==> src/rtl/btn_debounce_counter_if.sv <==
// Signal bundle between the button conditioning stage and its consumer (RAM_MMIO or a bench).
// Carries the raw button, the clear strobes, the conditioned outputs and FSM debug visibility.
interface btn_debounce_counter_if #(
  parameter int COUNT_W = 8
);
  // Handshake: there is no valid/ready pair. Every output is a registered level that is
  // valid on every cycle; clr_pend/clr_cnt are acted on in each cycle they are high.
  logic               btn_in;
  logic               clr_pend;
  logic               clr_cnt;
  logic               btn_level;
  logic               press_pulse;
  logic [COUNT_W-1:0] press_count;
  logic               pending;
  logic [1:0]         dbg_state;
  logic [31:0]        dbg_cnt;

  modport master (
    output btn_in,
    output clr_pend,
    output clr_cnt,
    input  btn_level,
    input  press_pulse,
    input  press_count,
    input  pending,
    input  dbg_state,
    input  dbg_cnt
  );

  modport slave (
    input  btn_in,
    input  clr_pend,
    input  clr_cnt,
    output btn_level,
    output press_pulse,
    output press_count,
    output pending,
    output dbg_state,
    output dbg_cnt
  );
endinterface

==> src/rtl/btn_debounce_counter.sv <==
// Synchronises and debounces a raw push-button, then derives a press pulse,
// a wrapping press counter and a sticky pending flag for the MMIO register block.
module btn_debounce_counter #(
  parameter int DEBOUNCE_CYCLES = 1000000,
  parameter int COUNT_W         = 8
) (
  input  logic                  clk,
  input  logic                  reset,
  btn_debounce_counter_if.slave bus
);

  localparam int CNT_W = (DEBOUNCE_CYCLES > 1) ? $clog2(DEBOUNCE_CYCLES) : 1;
  localparam logic [CNT_W-1:0] CNT_LAST = CNT_W'(DEBOUNCE_CYCLES - 1);

  // Encoding is visible on dbg_state: 0 IDLE_LOW, 1 WAIT_HIGH, 2 IDLE_HIGH, 3 WAIT_LOW.
  typedef enum logic [1:0] {
    IDLE_LOW  = 2'd0,
    WAIT_HIGH = 2'd1,
    IDLE_HIGH = 2'd2,
    WAIT_LOW  = 2'd3
  } state_t;

  logic               s1_q, s2_q;
  state_t             state_q, state_d;
  logic [CNT_W-1:0]   cnt_q, cnt_d;
  logic               level_q, level_d;
  logic               pulse_q, pulse_d;
  logic [COUNT_W-1:0] count_q, count_d;
  logic               pend_q, pend_d;
  logic               press;

  always_ff @(posedge clk) begin
    if (!reset) begin
      s1_q    <= 1'b0;
      s2_q    <= 1'b0;
      state_q <= IDLE_LOW;
      cnt_q   <= '0;
      level_q <= 1'b0;
      pulse_q <= 1'b0;
      count_q <= '0;
      pend_q  <= 1'b0;
    end else begin
      s1_q    <= bus.btn_in;
      s2_q    <= s1_q;
      state_q <= state_d;
      cnt_q   <= cnt_d;
      level_q <= level_d;
      pulse_q <= pulse_d;
      count_q <= count_d;
      pend_q  <= pend_d;
    end
  end

  always_comb begin
    state_d = state_q;
    cnt_d   = cnt_q;
    level_d = level_q;
    press   = 1'b0;

    case (state_q)
      IDLE_LOW: begin
        if (s2_q) begin
          state_d = WAIT_HIGH;
          cnt_d   = CNT_W'(1);
        end
      end
      WAIT_HIGH: begin
        if (!s2_q) begin
          state_d = IDLE_LOW;
          cnt_d   = '0;
        end else if (cnt_q == CNT_LAST) begin
          state_d = IDLE_HIGH;
          cnt_d   = '0;
          level_d = 1'b1;
          press   = 1'b1;
        end else begin
          cnt_d = cnt_q + CNT_W'(1);
        end
      end
      IDLE_HIGH: begin
        if (!s2_q) begin
          state_d = WAIT_LOW;
          cnt_d   = CNT_W'(1);
        end
      end
      WAIT_LOW: begin
        if (s2_q) begin
          state_d = IDLE_HIGH;
          cnt_d   = '0;
        end else if (cnt_q == CNT_LAST) begin
          state_d = IDLE_LOW;
          cnt_d   = '0;
          level_d = 1'b0;
        end else begin
          cnt_d = cnt_q + CNT_W'(1);
        end
      end
      default: begin
        state_d = IDLE_LOW;
        cnt_d   = '0;
      end
    endcase
  end

  // A press coinciding with a clear keeps the press: count restarts at 1, pending stays set.
  always_comb begin
    pulse_d = press;
    count_d = count_q;
    if (press) begin
      count_d = bus.clr_cnt ? COUNT_W'(1) : count_q + COUNT_W'(1);
    end else if (bus.clr_cnt) begin
      count_d = '0;
    end
    pend_d = press | (pend_q & ~bus.clr_pend);
  end

  assign bus.btn_level   = level_q;
  assign bus.press_pulse = pulse_q;
  assign bus.press_count = count_q;
  assign bus.pending     = pend_q;
  assign bus.dbg_state   = state_q;
  assign bus.dbg_cnt     = 32'(cnt_q);

  a_pulse_single: assert property (@(posedge clk) disable iff (!reset)
    pulse_q |=> !pulse_q);
  a_cnt_range: assert property (@(posedge clk) disable iff (!reset)
    cnt_q <= CNT_LAST);

endmodule
==> src/flat_wrapper.sv <==
// flat-port wrapper written by rule: the top's interface ports become plain ports
module btn_debounce_counter_flat 
#(
  parameter int DEBOUNCE_CYCLES = 1000000,
  parameter int COUNT_W         = 8
)
  (clk, reset, bus_btn_in, bus_clr_pend, bus_clr_cnt, bus_btn_level, bus_press_pulse, bus_press_count, bus_pending, bus_dbg_state, bus_dbg_cnt);
  btn_debounce_counter_if #(.COUNT_W(COUNT_W)) bus_i ();
  input  logic clk;
  input  logic reset;
  input wire logic [$bits(bus_i.btn_in)-1:0] bus_btn_in;
  input wire logic [$bits(bus_i.clr_pend)-1:0] bus_clr_pend;
  input wire logic [$bits(bus_i.clr_cnt)-1:0] bus_clr_cnt;
  output wire logic [$bits(bus_i.btn_level)-1:0] bus_btn_level;
  output wire logic [$bits(bus_i.press_pulse)-1:0] bus_press_pulse;
  output wire logic [$bits(bus_i.press_count)-1:0] bus_press_count;
  output wire logic [$bits(bus_i.pending)-1:0] bus_pending;
  output wire logic [$bits(bus_i.dbg_state)-1:0] bus_dbg_state;
  output wire logic [$bits(bus_i.dbg_cnt)-1:0] bus_dbg_cnt;
  assign bus_i.btn_in = bus_btn_in;
  assign bus_i.clr_pend = bus_clr_pend;
  assign bus_i.clr_cnt = bus_clr_cnt;
  assign bus_btn_level = bus_i.btn_level;
  assign bus_press_pulse = bus_i.press_pulse;
  assign bus_press_count = bus_i.press_count;
  assign bus_pending = bus_i.pending;
  assign bus_dbg_state = bus_i.dbg_state;
  assign bus_dbg_cnt = bus_i.dbg_cnt;
  btn_debounce_counter #(.DEBOUNCE_CYCLES(DEBOUNCE_CYCLES), .COUNT_W(COUNT_W)) u_core (.clk(clk), .reset(reset), .bus(bus_i));
endmodule
==> config.mk <==
export PLATFORM = sky130hd
export DESIGN_NAME = btn_debounce_counter_flat
export DESIGN_NICKNAME = d
export VERILOG_FILES = /design/src/rtl/btn_debounce_counter_if.sv /design/src/rtl/btn_debounce_counter.sv /design/src/flat_wrapper.sv
export SDC_FILE = /design/constraint.sdc
export NUM_CORES = 1
export LEC_CHECK = 0
export BUFFER_PORTS_ARGS = -buffer_cell sky130_fd_sc_hd__buf_2
export CELL_PAD_IN_SITES_DETAIL_PLACEMENT = 1
export CELL_PAD_IN_SITES_GLOBAL_PLACEMENT = 2
export CORE_ASPECT_RATIO = 0.6
export CORE_MARGIN = 2
export CORE_UTILIZATION = 32
export CTS_BUF_LIST = sky130_fd_sc_hd__clkbuf_16
export CTS_CLUSTER_DIAMETER = 30
export DETAILED_ROUTE_END_ITERATION = 12
export HOLD_SLACK_MARGIN = 0.08
export PLACE_DENSITY = 0.86
export SYNTH_ARGS = -nofsm -noshare
export SYNTH_HDL_FRONTEND = slang
export SYNTH_SLANG_ARGS = --single-unit
export TNS_END_PERCENT = 50
==> constraint.sdc <==
create_clock -name clk -period 3.99 [get_ports clk]
set_input_delay 0.9975 -clock clk [delete_from_list [all_inputs] [get_ports clk]]
set_output_delay 0.9975 -clock clk [all_outputs]
set_load 0.005 [all_outputs]
* Word level (Yosys, flattened, before mapping) *
Index checks and enable logic that the tools add are counted.

word-level totals
  flip-flop bits (word level) = 35
  input port bits = 5
  output and inout port bits = 45
  word-level logic and storage cells = 55

operators by class
  add/subtract/negate cells = 2
  equality and inequality tests = 12
  muxes and demuxes = 24
  bitwise gates (word level) = 3
  reduce and logical (&&, ||, !) cells = 6

operators by type and width
  cell                                            count
  two-way mux 20 bit                              5
  case mux 20 bit (4 select lines)                1
  two-way mux 8 bit                               3
  adder 20 x 1 -> 20 bit (second input constant)  1
  == test 20 bit (second input constant)          1
  two-way mux 2 bit                               6
  adder 8 x 1 -> 8 bit (second input constant)    1
  != test 2 x 1 -> 1 bit (second input constant)  4
  case mux 2 bit (4 select lines)                 1
  two-way mux 1 bit                               7
  AND reduction 5 bit                             1
  == test 2 bit (second input constant)           2
  != test 2 bit (second input constant)           2
  AND reduction 4 bit                             1
  nonzero test 2 bit                              2
  != test 3 x 1 -> 1 bit (second input constant)  1
  != test 3 bit (second input constant)           1
  == test 2 x 1 -> 1 bit (second input constant)  1
  zero test 2 bit                                 1
  case mux 1 bit (2 select lines)                 1
  AND reduction 2 bit                             1
  bitwise AND 1 bit                               1
  inverter 1 bit                                  1
  OR 1 bit                                        1

* Depth between registers and ports, before layout *
Gate-level depths: netlist of run 1.

  depth after elaboration = 5
  mapped depth = 8
  gate-level depth less buffers = 6

* Worst setup path before layout of run 1 *
No wires, ideal clock.

  path kind = input port to flip-flop
  start point = in reset
  end point = reg u_core.cnt_q[14]
  arrival = 2.008 ns
  path slack = 1.908 ns
  cell stages on the path = 5
  buffers on the path = 1
  cells stage by stage = clkinv_1 -> a211oi_4 -> buf_4 -> o21ai_1 -> a31oi_1

RTL lines
  what                    line                        text
  start: declaration      flat_wrapper.sv:10          input logic reset;
  end signal: assignment  btn_debounce_counter.sv:46  cnt_q <= cnt_d;
  end: declaration        btn_debounce_counter.sv:25  logic [CNT_W-1:0] cnt_q, cnt_d;

==> metrics.md, run 1 <==
| Metric | Value |
|---|---|
| Core area | 5520 um^2 |
| Cell area after synthesis | 1810 um^2 |
| Ratio of cells with drive above 1 in the final layout | 0.188 |
| Antenna viol nets, final | 0 |
| Initial core utilization | 0.328 |
| Wire per inst | 15.1 um |
| Critical path cell sequence | buf_2 -> clkinv_1 -> a211oi_4 -> buf_4 -> a41oi_1 -> a31oi_1 |
| Setup violators final | 0 |
| Total Power | 0.000739 W |
| Worst hold endpoint | u_core.s2_q |
| Hold depth | 1 |
| Postcts setup bufs | 0 |
| Number of global-route vias before repair | 1567 |
| Hold Crit Class | reg -> reg |
| HPWL after DPL | 3.52 mm |
| Post-Layout Inst Area | 2120 um^2 |
| IO Count | 50 |
| Iter 0 DRT Violations | 56 |
| Num CTS Buffers | 5 |
| Maximum VDD drop | about 0.00013 V |
| Gr usage total | 0.162 |
| Initial antenna violation count | 0 |
| Vias per cell | approximately 5.3 |
| Layout net count | 251 |
| Final wirelength | roughly 4.7 mm |
| Final hold slack | 0.431 ns |
| Vias | 1654 |
| R2r worst-path depth | 6 |
| Pin count of the biggest net entering global routing | 29 |
| Post-synthesis cell type count | 41 |
| Yosys warns | 0 |
| Root buffer cell | clkbuf_16 |
| ANT cells | 0 |
| Critical Path Start Type | input port |
| Main flop type after synthesis | dfxtp_1 |
| Clock-pin slew on the worst setup and hold paths | 0.05 ns |
| Area after DPL | 1980 um^2 |
| Crit path largest cell delay | between 0.3 and 0.4 ns |
| # DRC | 0 |
| Count of input and output buffers | 37 |
| Ys async rst share | 0 |
| CTS tree | yes |
| Die Area | 6300 um^2 |
| Max Cap Viol | 0 |
| Final setup margin | 1.77 ns |
| Power density over the cells | 348 nW/um^2 |
| Fmax achieved | ~0.45 GHz |
| FILL cells | 679 |
| Row count | 21 |
| LEAKAGE | 0.872 nW |
| Crit-path slowest cell | clkinv_1 |
| Worst hold start | u_core.s1_q |
| Pre-Repair DR Iteration Count | 4 |
| H-tree lvl count | 2 |
| CTS resizes | 0 |
| Average size of a mapped cell | 8.66 um^2 |
| Worst Setup End Kind | flop |
| Sink Count | 35 |
| Slew Viols, Final | 0 |
| Reg-to-reg endpoint | u_core.bus.press_count[7] |
| Crit Path Class | in -> reg |
| CP required | 4.19 ns |
| First-pass GRT wire length | 8.05 mm |
| Clk_lat worst skew | 0.27 ns |
| R2R setup slack | 1.85 ns |
| Tmin final | 2.22 ns |
| CTS max path bufs | 2 |
| Final period utilization | 0.556 |
| Post-synth EDFFs | 0 |
| RD Place Congestion | 0.777 |
| Status | completed |
| Worst-path fanout max | 28 |
| Syn-to-layout area delta | 17.1% |
| Yosys reg bits | 35 |
| Post-synthesis cell count | 209 |
| Die height | approximately 62 um |
| Final hold vios | 0 |
| Die W | around 100 um |
| WP data arrival | 2.41 ns |
| TNS Setup | 0 ns |
| Place WS | roughly 1.5 ns |
| Seq/Total Area, Yosys | 0.387 |
| GRT overflow | 0 |
| Clk_skew | 0.00606 ns |
| Hold_buf cts | 0 |
| RSZ-0062 raised after global routing | no |
| Origin of the critical flop-to-flop path | u_core.cnt_q[0] |
worst max-delay path, delay by kind of cell:
kind | cells | cell delay (ns)
AO/OA/AOI/OAI | 3 | 0.63
buffers and inverters | 3 | 0.78
power breakdown:
group	internal [W]	leakage [nW]	switching [W]
Clock	0.000224	0.0701	0.000138
Combinational	0.00000684	0.519	0.0000161
Sequential	0.000352	0.282	0.00000179
Total	0.000583	0.872	0.000156
cell type report:
class	instances	area [um^2]	area share
Clock buffer	5	125	0.0590
Multi-Input combinational cell	162	993	0.468
Clock inverter	3	11.3	0.00531
Tap cell	69	86.3	0.0407
Timing Repair Buffer	39	200	0.0944
Sequential cell	35	701	0.330
Inverter	1	3.75	0.00177
layer usage:
layer	GRT usage	routed length (um)	vias up	part of all wire
met5	0	0	-	0
met4	0.0456	40	0	0.0084
met3	0.0417	244	5	0.051
met2	0.208	1910	34	0.40
met1	0.258	2550	794	0.54
li1	-	-	821	-
cells by family (layout without fill, tap and decap cells):
family	after synthesis	in the layout	synth area share
simple gates	88	88	0.276
fa+ha+maj	2	2	0.0138
xor+xnor	7	7	0.0339
other cells	1	12	0.00207
mux	4	4	0.0221
buf+inv	23	48	0.0871
flops	35	35	0.387
compound gates	49	49	0.178
state kept, by name, indices dropped and copies added (netlist names), named ones only:
name,count
u_core.bus.btn_level,1
u_core.bus.pending,1
u_core.s2_q,1
u_core.s1_q,1
u_core.bus.press_pulse,1
u_core.bus.dbg_state,1
u_core.bus.press_count,8
u_core.cnt_q,20
worst max-delay path by stage:
| stage | cells after the start | from | end |
|---|---|---|---|
| CTS | 6 | reset | u_core.cnt_q[19] |
| global route | 6 | reset | u_core.cnt_q[16] |
| detailed placement | 6 | reset | u_core.cnt_q[16] |
| finish | 6 | reset | u_core.cnt_q[19] |
| global placement | 6 | reset | u_core.cnt_q[16] |
| floorplan | 5 | reset | u_core.cnt_q[14] |
placed cells by master, fill, tap and decap left out, drive strengths merged, types with 4 or more instances in the layout:
master and instances:
a21oi 14, a22o 5, a31oi 13, and2 5
and3 5, buf 39, clkbuf 5, conb 12
dfxtp 35, mux2i 4, nand2 18, nand2b 6
nand3 11, nand4 10, nor2 14, o21ai 7
xnor2 5
through the flow:
stage	std cells	util
detailed placement	306	0.360
CTS	314	0.384
global placement	306	0.360
finish	314	0.384
floorplan	220	-
global route	314	0.384
synth_stat cells, drive strengths merged (3+ instances only):
cell type,n,share of area
a31oi,13,0.045
and2,5,0.017
and3,5,0.017
nand4,10,0.035
dfxtp,35,0.39
or3,3,0.010
nor2,14,0.029
a22o,5,0.024
o21ai,7,0.019
nand2,18,0.037
clkbuf,3,0.0062
nand2b,6,0.021
buf,19,0.079
a21oi,14,0.039
mux2i,4,0.022
a41oi,3,0.015
and4,3,0.015
xnor2,5,0.024
nand3,11,0.037
(Power assumes the default switching activity.)
==> run 2: changes to the inputs <==
--- a/config.mk
+++ b/config.mk
@@ -5,17 +5,18 @@
 export SDC_FILE = /design/constraint.sdc
 export NUM_CORES = 1
 export LEC_CHECK = 0
+export ABC_AREA = 1
 export BUFFER_PORTS_ARGS = -buffer_cell sky130_fd_sc_hd__buf_2
 export CELL_PAD_IN_SITES_DETAIL_PLACEMENT = 1
 export CELL_PAD_IN_SITES_GLOBAL_PLACEMENT = 2
 export CORE_ASPECT_RATIO = 0.6
 export CORE_MARGIN = 2
-export CORE_UTILIZATION = 32
+export CORE_UTILIZATION = 26
 export CTS_BUF_LIST = sky130_fd_sc_hd__clkbuf_16
 export CTS_CLUSTER_DIAMETER = 30
 export DETAILED_ROUTE_END_ITERATION = 12
 export HOLD_SLACK_MARGIN = 0.08
-export PLACE_DENSITY = 0.86
+export PLACE_DENSITY = 0.79
 export SYNTH_ARGS = -nofsm -noshare
 export SYNTH_HDL_FRONTEND = slang
 export SYNTH_SLANG_ARGS = --single-unit
==> constraint.sdc (replaced) <==
create_clock -name clk -period 1.94 [get_ports clk]
set_input_delay 0.485 -clock clk [delete_from_list [all_inputs] [get_ports clk]]
set_output_delay 0.485 -clock clk [all_outputs]
set_load 0.005 [all_outputs]
==> metrics.md, run 2 <==
| Metric | Value |
|---|---|
| Status | completed |
| Switching power | 0.000475 W (+200%) |
| Sink Count | 35 (unchanged) |
| Max Cap Viol | 0 (unchanged) |
| Antenna viol nets, final | 0 (unchanged) |
| IO Count | 50 (unchanged) |
| Maximum VDD drop | 0.000267 V (+100%) |
| Layout net count | 389 (+55%) |
| Post-synthesis cell count | 338 (+62%) |
| Num CTS Buffers | 5 (unchanged) |
| H-tree lvl count | 2 (unchanged) |
| Final hold vios | 0 (unchanged) |
| Number of placed instances with taps included | 483 (+58%) |
| Synth top area share | 0.318 (-0.0690) |
| Average size of a mapped cell | 6.52 um^2 (-25%) |
| CTS tree | yes |
| WP data arrival | 1.90 ns (-0.51 ns) |
| Cell area after synthesis | 2200 um^2 (+22%) |
| Internal power | 0.00137 W (+140%) |
| Hold_buf cts | 0 (unchanged) |
| Final wirelength | 7.29 mm (+54%) |
| Core area | 8040 um^2 (+46%) |
| Slew Viols, Final | 0 (unchanged) |
| Hold depth | 2 (+1) |
| Metal2 WL | 2.81 mm (+47%) |
| Syn-to-layout area delta | 20.1% |
| Top Metal Used | met4 |
| Hold Crit Class | in -> reg |
| Met1 wire length | 3.93 mm (+54%) |
| Wire per inst | 14.8 um (-1.7%) |
| Power density over the cells | 698 nW/um^2 (+100%) |
| Switching Fraction | 0.257 (+0.0458) |
| Clk_skew | 0.00738 ns (+0.00132 ns) |
| CTS resizes | 0 (unchanged) |
| Yosys reg bits | 35 (unchanged) |
| Clk_lat worst skew | 0.29 ns (+0.02 ns) |
| Count of input and output buffers | 37 (unchanged) |
| HPWL after DPL | 5.58 mm (+58%) |
| Setup violators final | 0 (unchanged) |
| GRT overflow | 0 (unchanged) |
| LEAKAGE | 1.10 nW (+27%) |
| Post-synth top cells | 87 x nand2_1, 53 x nor2_1, 35 x dfxtp_1 |
| Origin of the critical flop-to-flop path | u_core.cnt_q[0] |
| Worst-path fanout max | 5 (-82%) |
| Combinational Power Share | 0.089 (+0.058) |
| Postcts setup bufs | 0 (unchanged) |
| Final period utilization | 0.885 |
| Die W | 123 um (+22%) |
| RSZ-0062 raised after global routing | no |
| Fmax achieved | ~0.58 GHz |
| Final Non-Filler Cells | 491 (+56%) |
| Worst Setup End Kind | flop |
| Clk network pwr share | 0.510 (+0.019) |
| Die height | 75.3 um (+21%) |
| CTS max path bufs | 2 (unchanged) |
| Pre-Repair DR Iteration Count | 4 (unchanged) |
| RD Place Congestion | 0.822 (+5.8%) |
| Ratio of cells with drive above 1 in the final layout | 0.227 (+0.0394) |
| Crit Path Class | reg -> reg |
| TNS Setup | 0 ns (unchanged) |
| ANT cells | 0 (unchanged) |
| Commonest non-fill, non-tap cell in the layout | nand2_1 |
| Initial antenna violation count | 0 (unchanged) |
| Top cells by area, synth | dfxtp_1 32%, nand2_1 15%, nor2_1 9.0% |
| R2R setup slack | 0.22 ns (-1.63 ns) |
| Commonest non-fill, non-tap cells in the layout | 87 x nand2_1, 53 x nor2_1, 37 x buf_2, 35 x dfxtp_1, 33 x inv_1 |
| First-pass GRT wire length | 11.8 mm (+46%) |
| Yosys warns | 0 (unchanged) |
| # DRC | 0 (unchanged) |
| Tmin final | 1.72 ns |
| CP required | 2.12 ns (-2.07 ns) |
| Flop pwr share | 0.401 (-0.077) |
| Vias per cell | 4.65 (-12%) |
| Pin count of the biggest net entering global routing | 18 (-38%) |
| Post-synthesis cell type count | 33 (-20%) |
| Root buffer cell | clkbuf_16 |
| Ys async rst share | 0 (unchanged) |
| Most frequent cell after synthesis | nand2_1 |
| Vias | 2284 (+38%) |
| Clock-pin slew on the worst setup and hold paths | 0.06 ns (about the same) |
| Main flop type after synthesis | dfxtp_1 |
| Number of global-route vias before repair | 2240 (+43%) |
| Initial core utilization | 0.274 (-0.0540) |
| Row count | 25 (+19%) |
| Max FFs per register | 20 (unchanged) |
| Reg-to-reg endpoint | u_core.cnt_q[12] |
| Worst hold start | bus_clr_pend |
| Seq/Total Area, Yosys | 0.318 (-0.0690) |
| Post-synth EDFFs | 0 (unchanged) |
| Iter 0 DRT Violations | 107 (+91%) |
| Worst hold endpoint | u_core.bus.pending |
| Critical Path Start Type | flop |
| Total Power | 0.00185 W (+150%) |
| DR WL met3 | 435 um (+78%) |
| FILL cells | 1050 (+55%) |
| R2r worst-path depth | 8 (+2) |
| Gr usage total | 0.171 (+0.00892) |
| Top reg by flops | u_core.cnt_q |
| Die Area | 9250 um^2 (+47%) |
| Largest area contributor in the netlist | dfxtp_1 |
[run 2: worst max-delay path, cell delays in order (launching register included)]
cell	delay (ns)
dfxtp_1	0.39
ha_1	0.23
nand3_2	0.16
nor2_4	0.19
nand2_1	0.13
inv_1	0.12
nand2_1	0.11
o21ai_0	0.19
a21oi_1	0.08
[run 2: logic make-up (layout without fill, tap and decap cells)]
family / Yosys count / after routing / synth area share
and+or+nand+nor: 200 / 200 / 0.410
buffers and inverters: 57 / 91 / 0.130
AOI/OAI and AO/OA: 40 / 40 / 0.117
DFF: 35 / 35 / 0.318
xor gates and xnor gates: 3 / 3 / 0.0119
adders and majority gates: 2 / 2 / 0.0114
other: 1 / 12 / 0.00170
[run 2: area by class of cell]
cell class	count	area, um^2	area share
multi-input combinational	257	1260	0.475
tap	108	135	0.0511
sequential	35	701	0.265
clock inverter	3	38.8	0.0147
timing repair buffer	44	238	0.0898
clock buffer	5	125	0.0473
inverter	39	151	0.0572
[run 2: power by group through the flow]
stage	clock network, W	registers, W	logic (W)
6_report	0.000942	0.000741	0.000165
5_1_grt	0.00101	0.000741	0.000184
4_1_cts	0.000963	0.000740	0.000167
3_5_place_dp	0	0.000756	0.000167
3_3_place_gp	0	0.000755	0.000162
2_1_floorplan	0	0.000756	0.000119
[run 2: layer usage]
layer  global-route usage  up-vias
met5                    0        -
met3               0.0404        9
met2                0.233       53
met1                0.256     1082
met4               0.0639        0
li1                     -     1140
[run 2: metrics by stage]
stage	utilization	area [um^2]	hold WS, ns	setup WS, ns
floorplan	-	2240	0.390	0.447
global placement	0.309	2480	0.395	0.272
detailed placement	0.309	2480	0.407	0.234
CTS	0.329	2650	0.374	0.226
global route	0.329	2650	0.374	0.00229
finish	0.329	2650	0.379	0.222
[run 2: how the worst max path moves through the flow]
stage | from | endpoint | slack, ns | cells after the start
3_3_place_gp | u_core.cnt_q[0] | u_core.cnt_q[16] | 0.27 | 9
4_1_cts | u_core.cnt_q[0] | u_core.cnt_q[18] | 0.23 | 9
3_5_place_dp | u_core.cnt_q[0] | u_core.cnt_q[18] | 0.23 | 9
5_1_grt | u_core.cnt_q[0] | u_core.bus.press_count[7] | 0.002 | 7
6_report | u_core.cnt_q[0] | u_core.cnt_q[12] | 0.22 | 8
2_1_floorplan | u_core.cnt_q[0] | u_core.cnt_q[17] | 0.45 | 9
